**src/rtl/game_sequencer.sv**
```systemverilog
// Frogger-style game sequencer: game tick, play/death/level-up FSM and
// per-lane car-move strobes whose period shortens as the level rises.
module game_sequencer #(
    parameter int TICK_DIV      = 1000000,
    parameter int DEATH_TICKS   = 8,
    parameter int LEVELUP_TICKS = 4,
    parameter int START_LIVES   = 3
) (
    input  logic       i_Clk,
    input  logic       i_Rst_n,
    input  logic       i_Start,
    input  logic       i_Abort,
    input  logic       i_Collision,
    input  logic       i_Frog_At_Top,
    output logic [2:0] o_State,
    output logic [3:0] o_Level,
    output logic [1:0] o_Lives,
    output logic       o_Reset_Frog,
    output logic [7:0] o_Lane_Step,
    output logic       o_Flash,
    output logic       o_Tick
);

    localparam int TW   = (TICK_DIV > 1) ? $clog2(TICK_DIV) : 1;
    localparam int PMAX = (DEATH_TICKS > LEVELUP_TICKS) ? DEATH_TICKS : LEVELUP_TICKS;
    localparam int PW   = $clog2(PMAX + 1);

    typedef enum logic [2:0] {
        IDLE      = 3'd0,
        PLAY      = 3'd1,
        DYING     = 3'd2,
        LEVEL_UP  = 3'd3,
        GAME_OVER = 3'd4
    } state_t;

    state_t          state_reg;
    logic [TW-1:0]   tick_cnt_reg;
    logic            tick_reg;
    logic            start_reg;
    logic [3:0]      level_reg;
    logic [1:0]      lives_reg;
    logic [PW-1:0]   pause_reg;
    logic            flash_reg;
    logic            frog_reg;
    logic [7:0]      step_reg;
    logic [3:0]      lane_cnt_reg [8];

    logic            start_event;
    logic            tick_wrap;
    logic [4:0]      lvl_m1;
    logic [3:0]      period [8];

    assign start_event = i_Start & ~start_reg;
    assign tick_wrap   = (tick_cnt_reg == TW'(TICK_DIV - 1));
    assign lvl_m1      = {1'b0, level_reg} - 5'd1;

    // Lane period = max(2, base - (level-1)); even lanes are the slow ones.
    for (genvar gi = 0; gi < 8; gi++) begin : g_period
        localparam logic [4:0] BASE = (gi % 2 == 0) ? 5'd12 : 5'd9;
        assign period[gi] = (BASE > lvl_m1 + 5'd2) ? 4'(BASE - lvl_m1) : 4'd2;
    end

    always_ff @(posedge i_Clk) begin
        if (!i_Rst_n) begin
            state_reg    <= IDLE;
            tick_cnt_reg <= '0;
            tick_reg     <= 1'b0;
            start_reg    <= 1'b1;
            level_reg    <= 4'd1;
            lives_reg    <= 2'(START_LIVES);
            pause_reg    <= '0;
            flash_reg    <= 1'b0;
            frog_reg     <= 1'b1;
            step_reg     <= '0;
            for (int i = 0; i < 8; i++) lane_cnt_reg[i] <= '0;
        end else begin
            start_reg    <= i_Start;
            tick_reg     <= tick_wrap;
            tick_cnt_reg <= tick_wrap ? '0 : tick_cnt_reg + 1'b1;
            frog_reg     <= 1'b0;
            step_reg     <= '0;

            // Frog-reset requests are gated by the current pulse so two never abut.
            if (i_Abort) begin
                state_reg <= IDLE;
                level_reg <= 4'd1;
                lives_reg <= 2'(START_LIVES);
                pause_reg <= '0;
                flash_reg <= 1'b0;
                frog_reg  <= ~frog_reg;
                for (int i = 0; i < 8; i++) lane_cnt_reg[i] <= '0;
            end else begin
                case (state_reg)
                    IDLE, GAME_OVER: begin
                        if (start_event) begin
                            state_reg <= PLAY;
                            level_reg <= 4'd1;
                            lives_reg <= 2'(START_LIVES);
                            frog_reg  <= ~frog_reg;
                            for (int i = 0; i < 8; i++) lane_cnt_reg[i] <= '0;
                        end
                    end
                    PLAY: begin
                        if (i_Collision) begin
                            state_reg <= DYING;
                            lives_reg <= (lives_reg == 2'd0) ? 2'd0 : lives_reg - 2'd1;
                            pause_reg <= '0;
                            flash_reg <= 1'b0;
                        end else if (i_Frog_At_Top) begin
                            state_reg <= LEVEL_UP;
                            level_reg <= (level_reg == 4'd15) ? 4'd15 : level_reg + 4'd1;
                            pause_reg <= '0;
                        end else if (tick_reg) begin
                            // >= lets a counter stranded above a shortened period wrap at once.
                            for (int i = 0; i < 8; i++) begin
                                if (lane_cnt_reg[i] >= period[i] - 4'd1) begin
                                    lane_cnt_reg[i] <= '0;
                                    step_reg[i]     <= 1'b1;
                                end else begin
                                    lane_cnt_reg[i] <= lane_cnt_reg[i] + 4'd1;
                                end
                            end
                        end
                    end
                    DYING: begin
                        if (tick_reg) begin
                            if (pause_reg == PW'(DEATH_TICKS - 1)) begin
                                pause_reg <= '0;
                                flash_reg <= 1'b0;
                                if (lives_reg == 2'd0) begin
                                    state_reg <= GAME_OVER;
                                end else begin
                                    state_reg <= PLAY;
                                    frog_reg  <= ~frog_reg;
                                    for (int i = 0; i < 8; i++) lane_cnt_reg[i] <= '0;
                                end
                            end else begin
                                pause_reg <= pause_reg + 1'b1;
                                flash_reg <= ~flash_reg;
                            end
                        end
                    end
                    LEVEL_UP: begin
                        if (tick_reg) begin
                            if (pause_reg == PW'(LEVELUP_TICKS - 1)) begin
                                pause_reg <= '0;
                                state_reg <= PLAY;
                                frog_reg  <= ~frog_reg;
                                for (int i = 0; i < 8; i++) lane_cnt_reg[i] <= '0;
                            end else begin
                                pause_reg <= pause_reg + 1'b1;
                            end
                        end
                    end
                    default: begin
                        state_reg <= IDLE;
                        flash_reg <= 1'b0;
                    end
                endcase
            end
        end
    end

    assign o_State      = state_reg;
    assign o_Level      = level_reg;
    assign o_Lives      = lives_reg;
    assign o_Reset_Frog = frog_reg;
    assign o_Lane_Step  = step_reg;
    assign o_Flash      = flash_reg;
    assign o_Tick       = tick_reg;

endmodule

```
**config.mk**
```make
export PLATFORM = sky130hd
export DESIGN_NAME = game_sequencer
export DESIGN_NICKNAME = d
export VERILOG_FILES = /design/src/rtl/game_sequencer.sv
export SDC_FILE = /design/constraint.sdc
export NUM_CORES = 1
export LEC_CHECK = 0
export ABC_AREA = 1
export BUFFER_PORTS_ARGS = -buffer_cell sky130_fd_sc_hd__buf_2
export CAP_MARGIN = 20
export CORE_ASPECT_RATIO = 0.8
export CORE_MARGIN = 2
export CORE_UTILIZATION = 50
export DETAILED_ROUTE_END_ITERATION = 7
export PLACE_DENSITY_LB_ADDON = 0.12
export RECOVER_POWER = 25
export SLEW_MARGIN = 10
export SYNTH_ARGS = -nofsm -noshare
export SYNTH_HDL_FRONTEND = slang
export SYNTH_SLANG_ARGS = --single-unit
```
**constraint.sdc**
```tcl
create_clock -name i_Clk -period 5 [get_ports i_Clk]
set_input_delay 1 -clock i_Clk [delete_from_list [all_inputs] [get_ports i_Clk]]
set_output_delay 1 -clock i_Clk [all_outputs]
set_load 0.02 [all_outputs]
```
==> metrics <==
initial antenna violation count 0; Worst EP required between 5 and 6 ns; mapped cell area slightly below 0.005 mm²; DIE AREA 0.0104 mm²; number of cell rows 32; GP Congestion slightly above 0.8; Fillers around 920; number of port buffers 25; # IOs 26; post-synthesis cell count 632; drt initial violations 239; ys flop type dfxtp_1; hold_ws about 0.46 ns; FF/Latch Area 0.00170 mm²; Hold/Removal Path Class register to register; final core utilization 0.558; Seq/Total Area, Yosys 0.353; most common cell after layout, fill and taps aside nand2_1; Pleak about 0.0023 µW; crit-path max FO 15; Setup crit end kind register; die height 91.8 µm; register bit count reported by yosys 77; synth warn 0; Routed Wire Length ~10000 µm; status complete, no violations; Horiz. Die Dim 114 µm; transition time of the tightest slew-check pin ~0.68 ns; VDD IR max 211 µV; CTS sink count 77; asr flop ratio synth 0; startpoint types register; Max Transition Viols Final 0; hold_buf cts 0; max_cap viols 0; critical path class register to register; fin area 0.00531 mm²; most frequent cells in the layout nand2_1 (94), nor2_1 (89), inv_1 (87), dfxtp_1 (61), ha_1 (51); RSZ-0062 raised after global routing false; core footprint approximately 0.0095 mm²; Max Fclk roughly 230 MHz; share of layout cells above drive strength 1 0.0841; Post-Layout Cell Count ~800; number of synthesized flops with an enable pin 16; first-pass GRT wire length roughly 18000 µm; slew margin rel. 0.542; clock skew between 0.008 and 0.009 ns; largest net degree at the start of global routing 20; clk root buf clkbuf_16; H-Tree Depth 3; Num CTS Buffers 9; GRT Total Usage 0.210; CTS tree done; DP Area ~0.0051 mm²; Clk pin slew, worst setup/hold paths about 0.060 ns; Post-CTS Setup Inserts 0; n_diodes 0; final period utilization 0.868; Pwr Density ~260 mW/mm²; Starting Density 0.506; DRC 0; cells resized by post-CTS repair 0; Finish-stage setup viols 0; Initial DRT Pass Iterations 5; GRT overflow 0; Final Hold Violating Endpoints 0; Synth-to-Final Area Change 10.2%; vias after detailed routing between 4000 and 5000; vias in the first global route between 3000 and 4000; multi-input logic area 0.00272 mm²; min Tclk post-route roughly 4.3 ns; synth unique cells 44; crit path DAT 4.62 ns; routed len/inst ~13 µm; syn nets a little under 700; setup TNS 0 ns; number of flip-flops under the largest register name 32; nets@finish about 720; CTS Buffer Depth 2; placed cell count approximately 770; Detailed Place HPWL a little under 8000 µm; syn_area_per_cell about 7.6 µm²; ANT nets after route 0; Via density 5.27; worst-skew pair later-pin latency around 0.34 ns
==> worst max-delay path, cell delays in order, from the launching register on <==
cell     delay, ns
dfxtp_1       0.64
inv_1         0.15
ha_1          0.43
inv_1         0.21
ha_1          0.18
nand2_1       0.05
o21ai_0       0.25
nor2_2        0.09
nor2_4        0.12
nand2_1       0.18
ha_1          0.25
xnor2_1       0.40
ha_1          0.31
a21o_1        0.18
or2_2         0.29
nand2_2       0.10
nand3_2       0.07
or2_1         0.26
a21oi_2       0.11
==> power breakdown <==
group          total [µW]  internal, µW  switching (µW)
logic                98.8          33.2            65.7
registers             657           646            11.5
clock network         632           367             265
==> stage by stage <==
step	worst slack, ns	power, µW
after floorplan	1.14	744
final	0.661	1390
after CTS	0.639	1410
after global routing	0.232	1450
after detailed placement	0.657	770
after global placement	0.794	768
==> per-layer routing <==
metal,part of all wire,global-route usage,vias up
li1,-,-,2171
met5,0,0,-
met1,0.49,0.279,1896
met4,0.0081,0.0508,0
met2,0.46,0.343,65
met3,0.041,0.0535,7
==> cell families (layout without fill, tap and decap cells) <==
| kind of cell | after synthesis | after routing | share of synthesized area |
|---|---|---|---|
| xor+xnor | 24 | 24 | 0.0436 |
| compound gates | 92 | 92 | 0.107 |
| fa+ha+maj | 51 | 51 | 0.132 |
| buf+inv | 99 | 133 | 0.0820 |
| simple gates | 289 | 289 | 0.282 |
| flops | 77 | 77 | 0.353 |
==> synthesized netlist by cell type (all sizes together) (6+ instances only) <==
library cell	n	area [µm²]
buf	6	43.8
nor3	10	60.1
nor2	93	377
o21ai	28	140
a21oi	46	238
nand2	105	427
xor2	13	114
dfxtp	61	1220
nor4	6	52.6
inv	91	344
ha	51	638
xnor2	11	96.3
nand4	20	125
nand3	44	240
edfxtp	16	480
==> layout make-up <==
type	instances	area share
repair buffers	26	0.0210
clock buffers	11	0.0476
flip-flops and latches	77	0.320
multi-input cells	456	0.511
well taps	119	0.0280
inverters	91	0.0648
clock inverters	5	0.00707
==> path summary, 6_finish.rpt <==
| kind | startpoint | end | slack, ns | cells past startpoint |
|---|---|---|---|---|
| min reg2reg | o_Reset_Frog$_SDFF_PN1_ | o_Reset_Frog$_SDFF_PN1_ | 0.46 | 1 |
| max reg2reg | o_Level[0]$_SDFFE_PP1P_ | lane_cnt_reg[1][11]$_SDFFE_PP0P_ | 0.66 | 18 |
| max | o_Level[0]$_SDFFE_PP1P_ | lane_cnt_reg[1][11]$_SDFFE_PP0P_ | 0.66 | 18 |
| min | o_Reset_Frog$_SDFF_PN1_ | o_Reset_Frog$_SDFF_PN1_ | 0.46 | 1 |
Note: power is estimated with default switching activity, not from simulation.
